$ cat src/rtl/bus_demux4.sv
// bus_demux4 -- 1-to-4 write-path routing demultiplexer.
//
// One input stream (valid/ready, 2-bit destination select) is steered to one
// of four output channels a..d. Each channel holds one word in a register with
// its own valid/ready handshake, so a stalled destination blocks the input only
// while it is the selected one.
//
// Ports:
//   clk, rst            clock, asynchronous active-high reset
//   in_valid/in_ready   input handshake (in_ready is combinational)
//   in_sel              destination: 0=a, 1=b, 2=c, 3=d
//   in_data             input word
//   out_valid/out_ready per-channel handshake, bit0=a .. bit3=d
//   out_data_a..d       per-channel held word
//   cnt_a..d            per-channel saturating handshake counters
//                       (present only when DEMUX4_CNT_EN is defined)
//
// Optional feature macro: DEMUX4_CNT_EN

// One output channel: single-entry holding register plus EMPTY/FULL state.
module bus_demux4_chan #(
  parameter int DW    = 32,
  parameter int CNT_W = 16
) (
  input  logic          clk,
  input  logic          rst,
  input  logic          load,       // word accepted for this channel
  input  logic [DW-1:0] load_data,
  input  logic          out_ready,
  output logic          out_valid,
  output logic [DW-1:0] out_data
`ifdef DEMUX4_CNT_EN
  ,
  output logic [CNT_W-1:0] cnt
`endif
);
  typedef enum logic {EMPTY = 1'b0, FULL = 1'b1} state_t;

  state_t        state_q, state_d;
  logic [DW-1:0] data_q, data_d;

  always_comb begin
    state_d = state_q;
    data_d  = data_q;
    case (state_q)
      EMPTY: begin
        if (load) begin
          state_d = FULL;
          data_d  = load_data;
        end
      end
      FULL: begin
        // A load while FULL only happens when out_ready is high (the input
        // side gates on it), so reload implies the held word drained.
        if (load) begin
          data_d = load_data;
        end else if (out_ready) begin
          state_d = EMPTY;
        end
      end
      default: state_d = EMPTY;
    endcase
  end

  always_ff @(posedge clk or posedge rst) begin
    if (rst) begin
      state_q <= EMPTY;
      data_q  <= '0;
    end else begin
      state_q <= state_d;
      data_q  <= data_d;
    end
  end

  assign out_valid = (state_q == FULL);
  assign out_data  = data_q;

`ifdef DEMUX4_CNT_EN
  logic [CNT_W-1:0] cnt_q, cnt_d;

  // Count output handshakes, sticking at all-ones.
  always_comb begin
    cnt_d = cnt_q;
    if (out_valid && out_ready && (cnt_q != '1)) cnt_d = cnt_q + 1'b1;
  end

  always_ff @(posedge clk or posedge rst) begin
    if (rst) cnt_q <= '0;
    else     cnt_q <= cnt_d;
  end

  assign cnt = cnt_q;
`endif
endmodule

module bus_demux4 #(
  parameter int DW    = 32,
  parameter int CNT_W = 16
) (
  input  logic          clk,
  input  logic          rst,
  input  logic          in_valid,
  output logic          in_ready,
  input  logic [1:0]    in_sel,
  input  logic [DW-1:0] in_data,
  output logic [3:0]    out_valid,
  input  logic [3:0]    out_ready,
  output logic [DW-1:0] out_data_a,
  output logic [DW-1:0] out_data_b,
  output logic [DW-1:0] out_data_c,
  output logic [DW-1:0] out_data_d
`ifdef DEMUX4_CNT_EN
  ,
  output logic [CNT_W-1:0] cnt_a,
  output logic [CNT_W-1:0] cnt_b,
  output logic [CNT_W-1:0] cnt_c,
  output logic [CNT_W-1:0] cnt_d
`endif
);
  logic                 accept;
  logic [3:0]           load;
  logic [3:0][DW-1:0]   data_w;

  // Ready depends only on the selected channel: free, or draining this cycle.
  assign in_ready = ~out_valid[in_sel] | out_ready[in_sel];
  assign accept   = in_valid & in_ready;

`ifdef DEMUX4_CNT_EN
  logic [3:0][CNT_W-1:0] cnt_w;
`endif

  for (genvar g = 0; g < 4; g++) begin : g_chan
    assign load[g] = accept & (in_sel == 2'(g));

    bus_demux4_chan #(.DW(DW), .CNT_W(CNT_W)) u_chan (
      .clk       (clk),
      .rst       (rst),
      .load      (load[g]),
      .load_data (in_data),
      .out_ready (out_ready[g]),
      .out_valid (out_valid[g]),
      .out_data  (data_w[g])
`ifdef DEMUX4_CNT_EN
      ,
      .cnt       (cnt_w[g])
`endif
    );
  end

  assign out_data_a = data_w[0];
  assign out_data_b = data_w[1];
  assign out_data_c = data_w[2];
  assign out_data_d = data_w[3];

`ifdef DEMUX4_CNT_EN
  assign cnt_a = cnt_w[0];
  assign cnt_b = cnt_w[1];
  assign cnt_c = cnt_w[2];
  assign cnt_d = cnt_w[3];
`endif
endmodule

$ cat config.mk
export PLATFORM = sky130hd
export DESIGN_NAME = bus_demux4
export DESIGN_NICKNAME = d
export VERILOG_FILES = /design/src/rtl/bus_demux4.sv
export SDC_FILE = /design/constraint.sdc
export NUM_CORES = 1
export LEC_CHECK = 0
export BUFFER_PORTS_ARGS = -buffer_cell sky130_fd_sc_hd__buf_4
export CAP_MARGIN = 0
export CORE_MARGIN = 3
export CORE_UTILIZATION = 35
export CTS_BUF_LIST = sky130_fd_sc_hd__clkbuf_16
export DETAILED_ROUTE_END_ITERATION = 10
export GPL_TIMING_DRIVEN = 0
export RECOVER_POWER = 25
export SLEW_MARGIN = 20
export SYNTH_ARGS = -nofsm -noshare
export SYNTH_HDL_FRONTEND = slang
export SYNTH_HIERARCHICAL = 1
export SYNTH_SLANG_ARGS = --single-unit
$ cat constraint.sdc
create_clock -name clk -period 1.45 [get_ports clk]
set_input_delay 0.29 -clock clk [delete_from_list [all_inputs] [get_ports clk]]
set_output_delay 0.29 -clock clk [all_outputs]
set_load 0.05 [all_outputs]
==> run summary <==
The startpoint identified for the worst hold timing path is in_data[1]. The vertical extent of the die is 132.8 microns. Input and output buffers added on the ports amount to 173.

The met2 track demand over resource in global routing came out at 26.95%. Sequential cells were found to cover 58.71% of the synthesized design area. The area overhead of the layout relative to synthesis is 48.32%. In this run the remaining antenna-violating nets after routing total 0. The worst reg2reg path startpoint is g_chan[0].u_chan/out_valid$_DFF_PP0_. The number of remaining DRC errors came out at 0.

The number of buffers created by CTS is 17. The nature of the critical path endpoint is an output port. In the final design database the tool counted 563 nets.

The clock sink count is 132. The first global-routing pass estimated 22.70 mm of wire. The number of buffer and inverter instances along the worst setup path is 1. TritonCTS built the clock tree. The design draws 15.09 mW. The smallest setup slack after layout came out at -0.3474 ns.

The number of different library cells in the post-synthesis netlist came out at 13. Walking the worst path, the cells encountered are nand2b_4 > mux4_2 > buf_6. The slowest stage of the critical path belongs to the cell mux4_2.

The core footprint came out at 0.01548 sq mm. The maximum level of the CTS H-tree is 4. Global routing used 21.90% of the available met1 tracks.

For met3 alone, demand over resource in global routing was 4.677%. The largest single stage delay on the critical path is 0.49 ns. The clock latency on the worst-skew pair came out at 0.41 ns. Setup repair after global routing could not meet its margin everywhere.

The filler cells instantiated in the layout total 1,253. The worst slack after detailed placement came out at -0.07714 ns. Counting flops and latches in the post-synthesis netlist gives 132.

Setup violations remaining at the end of the flow were counted as 92. Of the cells placed in the final design, the portion with a size suffix greater than 1 is 72.34%. The floorplan row count came out at 45.

The initial core utilization is 36.34%. The number of stages on the worst setup path came out at 3. The area of combinational cells with multiple inputs came out at 0.002067 sq mm. Using the TritonRoute via totals, the vias-per-cell ratio works out to 4.519. The count of final hold-check violations is 0. The post-layout minimum cycle time came out at 1.797 ns.

The flow ran to the end, but the final reports show violations. The area of the mapped netlist came out at 0.005627 sq mm. For this design the top-level I/O count stands at 174. The combined flip-flop and latch cell area is 0.003308 sq mm. The antenna diode count came out at 0.

The average wire per cell in the routed design is 20.31 microns. The critical path starts at g_chan[3].u_chan/out_valid$_DFF_PP0_. The required time at the endpoint of the critical path came out at 1.16 ns. The peak supply drop is 0.001326 V.

Final hold analysis gives a worst-case slack of 0.1394 ns. The arrival time at the worst endpoint is 1.51 ns. Power spread over the standard cell area amounts to 1808 mW/mm^2. The checks that failed: setup timing. The max-slew violation count came out at 0.

The post-detailed-routing wire length is 15.15 mm. The number of standard cells after synthesis is 297. The placer congestion estimate came out at 0.7483.

The number of buffers on the longest clock path is 2. The max-capacitance violation count is 0. The worst setup path is of the flop to output port kind.

The root buffer cell chosen for the clock tree is clkbuf_16. The total via count in the routed design came out at 3,371. The remaining max-slew budget at the tightest pin came out at 43.88%.

The worst hold path passes through 2 cells. The maximum number of pins on one net before global-route repair is 20. In this run the mean area of a mapped cell was 18.94 sq um. The analysis attributes to cell leakage a power of 4.091 nW. The wire-length estimate of the detail-placed layout is 9.806 mm. The Yosys step of the flow raised 6 warnings. The path class of the tightest hold or removal check is primary input to flop. The register clock-pin slew on the reported worst setup and hold paths came out at 0.06 ns. The upper clock frequency limit is 556.4 MHz. Clock skew on the completed layout was measured at 0.004842 ns. The net count after synthesis is 338. Summed over all layers, the global routing overflow is 0.

The worst register-to-register path has a depth of 6. The initial antenna violation count was 0. The die area is 0.01763 sq mm. met2 is the most crowded layer.

The transition time at the pin with the least slew margin is 0.8409 ns. The family with the most delay on the worst path is multiplexers. The via count of the first global-routing pass is 3,702. The total global-route track usage came out at 16.84%. The period utilization came out at 124.0%. The type of origin of the critical path is a flop. The die width is 132.8 microns.

After routing, the total negative slack on setup checks comes to -4.746 ns. The number of optimization iterations in the first detailed-route pass is 5. The count of routing violations after the opening detailed-route iteration is 172. The maximum fanout count along the critical path came out at 2.
per-layer routing:
layer | vias up | wire [microns]
li1 | 1494 | -
met1 | 1748 | 6563
met2 | 117 | 7616
met3 | 12 | 759
met4 | 0 | 211
met5 | - | 0
final timing paths:
kind,slack (ns),end
worst min register to register,0.51,g_chan[3].u_chan/out_data[8]$_DFFE_PP0P_
max in group asynchronous,0.22,g_chan[1].u_chan/out_valid$_DFF_PP0_
min in group asynchronous,0.57,g_chan[1].u_chan/out_data[30]$_DFFE_PP0P_
worst min-delay path,0.14,g_chan[0].u_chan/out_data[1]$_DFFE_PP0P_
worst max register to register,-0.10,g_chan[0].u_chan/out_data[6]$_DFFE_PP0P_
worst max-delay path,-0.35,in_ready
where the power goes:
part	internal, mW	leakage (nW)	switching (mW)	total (mW)
Sequential	4.45	1.56	0.505	4.96
Combinational	2.22	2.24	3.62	5.84
Clock	2.68	0.282	1.61	4.29
Total	9.36	4.09	5.73	15.1
state kept, by name, indices dropped and copies added (netlist names):
signal,flops
g_chan.u_chan/out_data,128
g_chan.u_chan/out_valid,4
cell usage after synthesis:
| master | instances | area (sq um) |
|---|---|---|
| nand2b_1 | 2 | 12.51 |
| nor4bb_1 | 1 | 10.01 |
| mux2_2 | 12 | 135.1 |
| buf_6 | 4 | 45.04 |
| nand2b_4 | 2 | 27.53 |
| and4b_1 | 2 | 20.02 |
| mux4_2 | 1 | 22.52 |
| dfrtp_1 | 132 | 3303 |
| mux2_4 | 116 | 1742 |
| a21o_1 | 4 | 30.03 |
| inv_1 | 8 | 30.03 |
| and4_1 | 1 | 8.760 |
| buf_12 | 12 | 240.2 |
logic make-up (layout without fill, tap and decap cells):
| family | count (synthesis) | after routing | share of synthesized area (%) |
|---|---|---|---|
| flops | 132 | 132 | 58.71 |
| mux | 129 | 129 | 33.76 |
| buf+inv | 24 | 262 | 5.604 |
| simple gates | 8 | 8 | 1.401 |
| compound gates | 4 | 4 | 0.5337 |
through the flow:
| stage | util, % | area (sq um) | std cells |
|---|---|---|---|
| floorplan | - | 5647 | 297 |
| finish | 53.90 | 8346 | 746 |
| global placement | 46.56 | 7209 | 681 |
| global route | 53.90 | 8346 | 746 |
| CTS | 53.45 | 8277 | 739 |
| detailed placement | 47.22 | 7312 | 685 |
timing repair:
action	CTS	global route
endpoints found under the hold margin	59	0
gates cloned	6	6
resized for setup	16	27
setup buffers	15	15
hold buffers	1	0
endpoints found under the setup margin	90	124
pin swaps	1	1
final cells by class:
class,count,area share [%]
well taps,211,3.163
flip-flops and latches,132,39.64
clock buffers,17,5.097
multi-input cells,141,24.77
plain buffers,11,2.474
repair buffers,211,22.53
clock inverters,15,1.964
inverters,8,0.3598
cells in the final DEF, fill, tap and decap left out:
cell	instances
buf_4	178
dfrtp_1	128
mux2_4	125
clkbuf_16	23
buf_6	15
buf_12	13
inv_1	9
buf_8	5
clkinvlp_4	4
a21o_1	4
dfrtp_2	4
nand2b_4	3
clkinv_2	3
bufinv_16	3
buf_16	3
mux2_2	3
and4b_1	2
inv_6	2
clkinv_1	2
nand2b_1	1
mux4_2	1
and4_4	1
nor4bb_4	1
dlygate4sd3_1	1
clkbuf_1	1
(Power assumes the default switching activity.)
